`src/rtl/input_keypad_scanner.sv`:
```
// Scanner for a 4x4 active-low key matrix with a 2-flop column synchronizer and per-frame debounce.
// Frames with more than one key down are rejected; each press is delivered once through a one-entry valid/ready slot.
module input_keypad_scanner #(
   parameter int SCAN_DIV = 4,
   parameter int DEBOUNCE = 3
) (
   input  logic       Clock,
   input  logic       Reset,
   output logic [0:3] KR,
   input  logic [0:3] KC,
   output logic [3:0] key_code,
   output logic       key_valid,
   input  logic       key_ready,
   output logic       key_down,
   output logic       overrun
);

   localparam int SW = (SCAN_DIV > 1) ? $clog2(SCAN_DIV) : 1;
   localparam logic [SW-1:0] SLOT_LAST = SW'(SCAN_DIV - 1);
   localparam logic [3:0]    DB_LAST   = 4'(DEBOUNCE);

   typedef enum logic [1:0] {IDLE, PRESS_CHK, PRESSED, RELEASE_CHK} state_t;

   function automatic logic [4:0] pop16(input logic [15:0] v);
      logic [4:0] n;
      n = '0;
      for (int i = 0; i < 16; i++) n = n + 5'(v[i]);
      return n;
   endfunction

   function automatic logic [3:0] idx16(input logic [15:0] v);
      logic [3:0] k;
      k = '0;
      for (int i = 0; i < 16; i++) if (v[i]) k = 4'(i);
      return k;
   endfunction

   logic [0:3]    kc_meta, kc_sync;
   logic [SW-1:0] slot_cnt;
   logic [1:0]    row_idx;
   logic [15:0]   snap;
   logic [15:0]   frame;
   logic          sample, frame_done;
   logic          frame_none, frame_single;
   logic [3:0]    frame_code;
   state_t        state, state_nx;
   logic [3:0]    cand, cand_nx, cnt, cnt_nx;
   logic          qualify, accept;

   always_ff @(posedge Clock or negedge Reset) begin
      if (!Reset) begin
         kc_meta <= 4'b1111;
         kc_sync <= 4'b1111;
      end else begin
         kc_meta <= KC;
         kc_sync <= kc_meta;
      end
   end

   assign sample     = (slot_cnt == SLOT_LAST);
   assign frame_done = sample && (row_idx == 2'd3);

   always_comb begin
      KR          = 4'b1111;
      KR[row_idx] = 1'b0;
   end

   // snapshot bit row*4+col is set when that key was seen down
   always_ff @(posedge Clock or negedge Reset) begin
      if (!Reset) begin
         slot_cnt <= '0;
         row_idx  <= '0;
         snap     <= '0;
      end else if (sample) begin
         slot_cnt <= '0;
         row_idx  <= row_idx + 2'd1;
         for (int c = 0; c < 4; c++) snap[{row_idx, 2'(c)}] <= ~kc_sync[c];
      end else begin
         slot_cnt <= slot_cnt + SW'(1);
      end
   end

   // row 3 is classified straight from the synchronizer on the cycle it is sampled
   always_comb begin
      frame = snap;
      for (int c = 0; c < 4; c++) frame[12 + c] = ~kc_sync[c];
   end

   assign frame_none   = (pop16(frame) == 5'd0);
   assign frame_single = (pop16(frame) == 5'd1);
   assign frame_code   = idx16(frame);

   always_ff @(posedge Clock or negedge Reset) begin
      if (!Reset) begin
         state <= IDLE;
         cand  <= '0;
         cnt   <= '0;
      end else begin
         state <= state_nx;
         cand  <= cand_nx;
         cnt   <= cnt_nx;
      end
   end

   always_comb begin
      state_nx = state;
      cand_nx  = cand;
      cnt_nx   = cnt;
      qualify  = 1'b0;
      if (frame_done) begin
         case (state)
            IDLE: begin
               if (frame_single) begin
                  cand_nx = frame_code;
                  cnt_nx  = 4'd1;
                  if (DEBOUNCE == 1) begin
                     qualify  = 1'b1;
                     state_nx = PRESSED;
                  end else begin
                     state_nx = PRESS_CHK;
                  end
               end
            end
            PRESS_CHK: begin
               if (frame_single && (frame_code == cand)) begin
                  cnt_nx = cnt + 4'd1;
                  if ((cnt + 4'd1) == DB_LAST) begin
                     qualify  = 1'b1;
                     state_nx = PRESSED;
                  end
               end else begin
                  state_nx = IDLE;
               end
            end
            PRESSED: begin
               if (frame_none) begin
                  cnt_nx   = 4'd1;
                  state_nx = (DEBOUNCE == 1) ? IDLE : RELEASE_CHK;
               end
            end
            RELEASE_CHK: begin
               if (frame_none) begin
                  cnt_nx = cnt + 4'd1;
                  if ((cnt + 4'd1) == DB_LAST) state_nx = IDLE;
               end else begin
                  state_nx = PRESSED;
               end
            end
            default: state_nx = IDLE;
         endcase
      end
   end

   assign key_down = (state == PRESSED) || (state == RELEASE_CHK);
   assign accept   = key_valid && key_ready;

   // a qualify that finds the slot occupied and not draining is dropped; drop beats clear
   always_ff @(posedge Clock or negedge Reset) begin
      if (!Reset) begin
         key_code  <= '0;
         key_valid <= 1'b0;
         overrun   <= 1'b0;
      end else begin
         if (qualify && (!key_valid || accept)) begin
            key_code  <= frame_code;
            key_valid <= 1'b1;
         end else if (accept) begin
            key_valid <= 1'b0;
         end
         if (qualify && key_valid && !accept) overrun <= 1'b1;
         else if (accept)                     overrun <= 1'b0;
      end
   end

endmodule

```
`config.mk`:
```
export PLATFORM = sky130hd
export DESIGN_NAME = input_keypad_scanner
export DESIGN_NICKNAME = d
export VERILOG_FILES = /design/src/rtl/input_keypad_scanner.sv
export SDC_FILE = /design/constraint.sdc
export NUM_CORES = 1
export LEC_CHECK = 0
export ABC_CLOCK_PERIOD_IN_PS = 9300
export CELL_PAD_IN_SITES_DETAIL_PLACEMENT = 1
export CELL_PAD_IN_SITES_GLOBAL_PLACEMENT = 1
export CORE_UTILIZATION = 49
export DETAILED_ROUTE_END_ITERATION = 10
export GPL_ROUTABILITY_DRIVEN = 0
export GPL_TIMING_DRIVEN = 0
export PLACE_DENSITY = 0.81
export SETUP_SLACK_MARGIN = 0.3
export SLEW_MARGIN = 40
export SYNTH_ARGS = -nofsm -noshare
export SYNTH_HDL_FRONTEND = slang
export SYNTH_SLANG_ARGS = --single-unit
```
`constraint.sdc`:
```
create_clock -name Clock -period 9.3 [get_ports Clock]
set_input_delay 0.93 -clock Clock [delete_from_list [all_inputs] [get_ports Clock]]
set_output_delay 0.93 -clock Clock [all_outputs]
set_load 0.01 [all_outputs]
```
==> results.toml <==
[run_status]
outcome = "completed"

[clock_network]
numCtsBuffers = 5
cts_max_path_buffers = 2
cts_root_buf = "clkbuf_8"
cts_hold_buffers = 0
cts.reportedPaths.clkPinSlew_ps = 70
clk_latency_ps = 290
cts.sinks = 40
cts_tree = "done"
post_cts_buffers = 0
cts_resized = 0
cts_max_level = 2

[synthesis]
postSynthCellCount = 226
synthDistinctLibCells = 48
ys_warn_count = 0
synth_area_per_cell_um2 = 10.3
synth_edf_count = 0
postSynthRegisterBits = 40
async_flop_share_pct = 100
ys_seq_area_share_pct = 43.5
netlist_area_um2 = 2320
synth_nets = 255
synth-main-ff-cell = "dfrtp_1"

[floorplanning]
coreArea_um2 = 4440
start_util_pct = 52.3
dieArea_um2 = 5020
fp.dieH_um = 70.9
die_w_um = 70.9
io_pins = 18
rows = 24

[critical_path]
reg2reg_slack_ps = 4330
path_max_fanout = 5
critPathRequiredTime_ps = 9470
r2r_end = "cnt[3]"
reg2regPathDepth = 16
end_kind = "register"
reg2reg_from = "snap[5]"
worstPathArrival_ps = 5140
start_kind = "register"
path_class = "register to register"

[sta]
max_freq_mhz = 201
drv_slew = 0
hold_viol_final = 0
fin_hold_ws_ps = 356
rsz0062_at_grt = "no"
fin_worst_skew_ps = 11.3
min_period_ps = 4970
max_slew.worst_pin.slew_ps = 719
finalSetupTns_ps = 0
finalSetupViolCount = 0
post-route-period-util_pct = 53.5
relSlewSlack_pct = 51.7

[pwr]
power_uw = 435
ir_worst_vdd_mv = 0.0764
pwr_density_cell_nw_per_um2 = 165
leakagePower_uw = 0.00126

[place]
port_buffers = 17
post-dp-hpwl_um = 3490
dpl-instance-area_um2 = 2560
dp.cells = 295

[drt]
drt_iter0_markers = 61
wl_um = 4540
first_pass_iters = 6
routedWlPerCell_um = 15.0
antenna_left = 0
drc = 0
viasPerCell = 5.54
via_count = 1678

[global_routing]
grt_max_degree = 41
antenna_found_initial = 0
grt_pass1_vias = 1721
grt-ovfl-total = 0
gr-usage-all-layers_pct = 21.1
grt_pass1_wl_um = 8200

[finish]
drive_gt1_share_pct = 12.0
regArea_um2 = 1010
multi_input_area_um2 = 1170
area_growth_syn_to_layout_pct = 13.7
nFillCells = 513
final_cell_area_um2 = 2640
diodes = 0
fin_cells = 303
final_nets = 279

[hold_path]
min_to = "kc_sync[3]"
worstHoldPathCells = 0
hold_path.class = "register to register"
hp-start = "kc_meta[3]"

[job]
drv_cap = 0
[critical path: stages, from the launching register on]
cell	delay [ps]
dfrtp_1	420
inv_1	100
fa_1	510
fa_1	490
inv_1	50
fa_1	490
inv_1	50
fa_1	480
inv_1	40
ha_1	200
fa_1	450
nor3_1	260
o211ai_1	230
nor2_2	290
or4b_1	510
a32oi_1	180
o31ai_1	90
[registers in the layout, summed over array words and instances (netlist names)]
signal     cells
cand           4
slot_cnt       2
kc_meta        4
kc_sync        4
cnt            4
key_valid      1
snap          12
state          2
overrun        1
row_idx        2
key_code       4
[metrics by stage]
step | setup WS [ps] | utilization (%)
floorplan | 4710 | -
global placement | 4380 | 57.6
detailed placement | 4310 | 57.5
CTS | 4280 | 59.4
global route | 4030 | 59.4
finish | 4330 | 59.4
[kinds of logic (layout without fill, tap and decap cells)]
logic type                 after synthesis  in the layout  synth area share, %
buffers and inverters                   37             62                 5.98
adders and majority gates               22             22                 15.1
xor gates and xnor gates                 3              3                 1.13
muxes                                    8              8                 4.31
and+or+nand+nor                         71             71                 16.9
DFF                                     40             40                 43.5
AOI/OAI and AO/OA                       45             45                 13.1
[cell type report]
class | instances | area share, %
Sequential cell | 40 | 38.3
Timing Repair Buffer | 17 | 6.35
Tap cell | 52 | 2.46
Clock inverter | 2 | 0.474
Multi-Input combinational cell | 149 | 44.4
Inverter | 32 | 4.55
Buffer | 5 | 0.711
Clock buffer | 6 | 2.75
[how the worst max path moves through the flow]
stage / startpoint / endpoint / cells past startpoint / slack, ps
6_report: snap[5] / cnt[3] / 16 / 4330
5_1_grt: snap[5] / cnt[3] / 16 / 4030
4_1_cts: snap[5] / cnt[3] / 16 / 4280
3_5_place_dp: snap[5] / cnt[3] / 16 / 4310
3_3_place_gp: snap[5] / cnt[3] / 16 / 4380
2_1_floorplan: snap[0] / cnt[3] / 16 / 4710
[cells in the final DEF, fill, tap and decap left out, types with 2 or more instances in the layout]
master            n
inv_1            32
mux2_2            2
a31oi_1           4
o31ai_1           3
clkbuf_8          5
nor2_1            9
nand3b_1          3
mux2_1            2
nor2b_1           4
ha_1             12
clkdlybuf4s50_1  16
nor3_1            4
nand2_1          28
nand3_1           3
dfstp_2           8
a41oi_1           2
dfrtp_1          32
and2_1            4
a21oi_2           2
a21oi_1           4
clkbuf_1          6
mux2_4            3
fa_1             10
a211oi_2          2
o21ai_0          17
nand2b_1          4
xor2_1            2
o211a_1           2
o211ai_1          2
[where the power goes]
| part | leakage, uW | internal (uW) | switching, uW |
|---|---|---|---|
| Clock | 0.0000412 | 52.4 | 59.4 |
| Sequential | 0.000489 | 188 | 13.7 |
| Combinational | 0.000727 | 47.9 | 74.3 |
[cells in the mapped netlist, drive strengths merged (3+ instances only)]
cell     n  area [um2]
dfstp    8         210
fa      10         200
a31oi    4        25.0
a211oi   3        32.5
ha      12         150
nand3b   3        22.5
nor2    10        40.0
mux2     7        90.1
nor2b    4        25.0
o21ai   18        90.1
and2     4        25.0
nand2b   4        25.0
clkbuf   5        18.8
nor3     5        36.3
nand3    3        15.0
dfrtp   32         801
inv     32         120
a21oi    6        37.5
o31ai    3        22.5
nand2   28         105
[per-layer routing]
| metal | GRT usage, % | share of wire (%) | up-vias |
|---|---|---|---|
| met5 | 0 | 0 | - |
| met4 | 7.33 | 1.5 | 0 |
| met3 | 3.85 | 2.2 | 7 |
| met2 | 36.6 | 50 | 22 |
| met1 | 26.6 | 47 | 837 |
| li1 | - | - | 812 |
(Power assumes the default switching activity.)
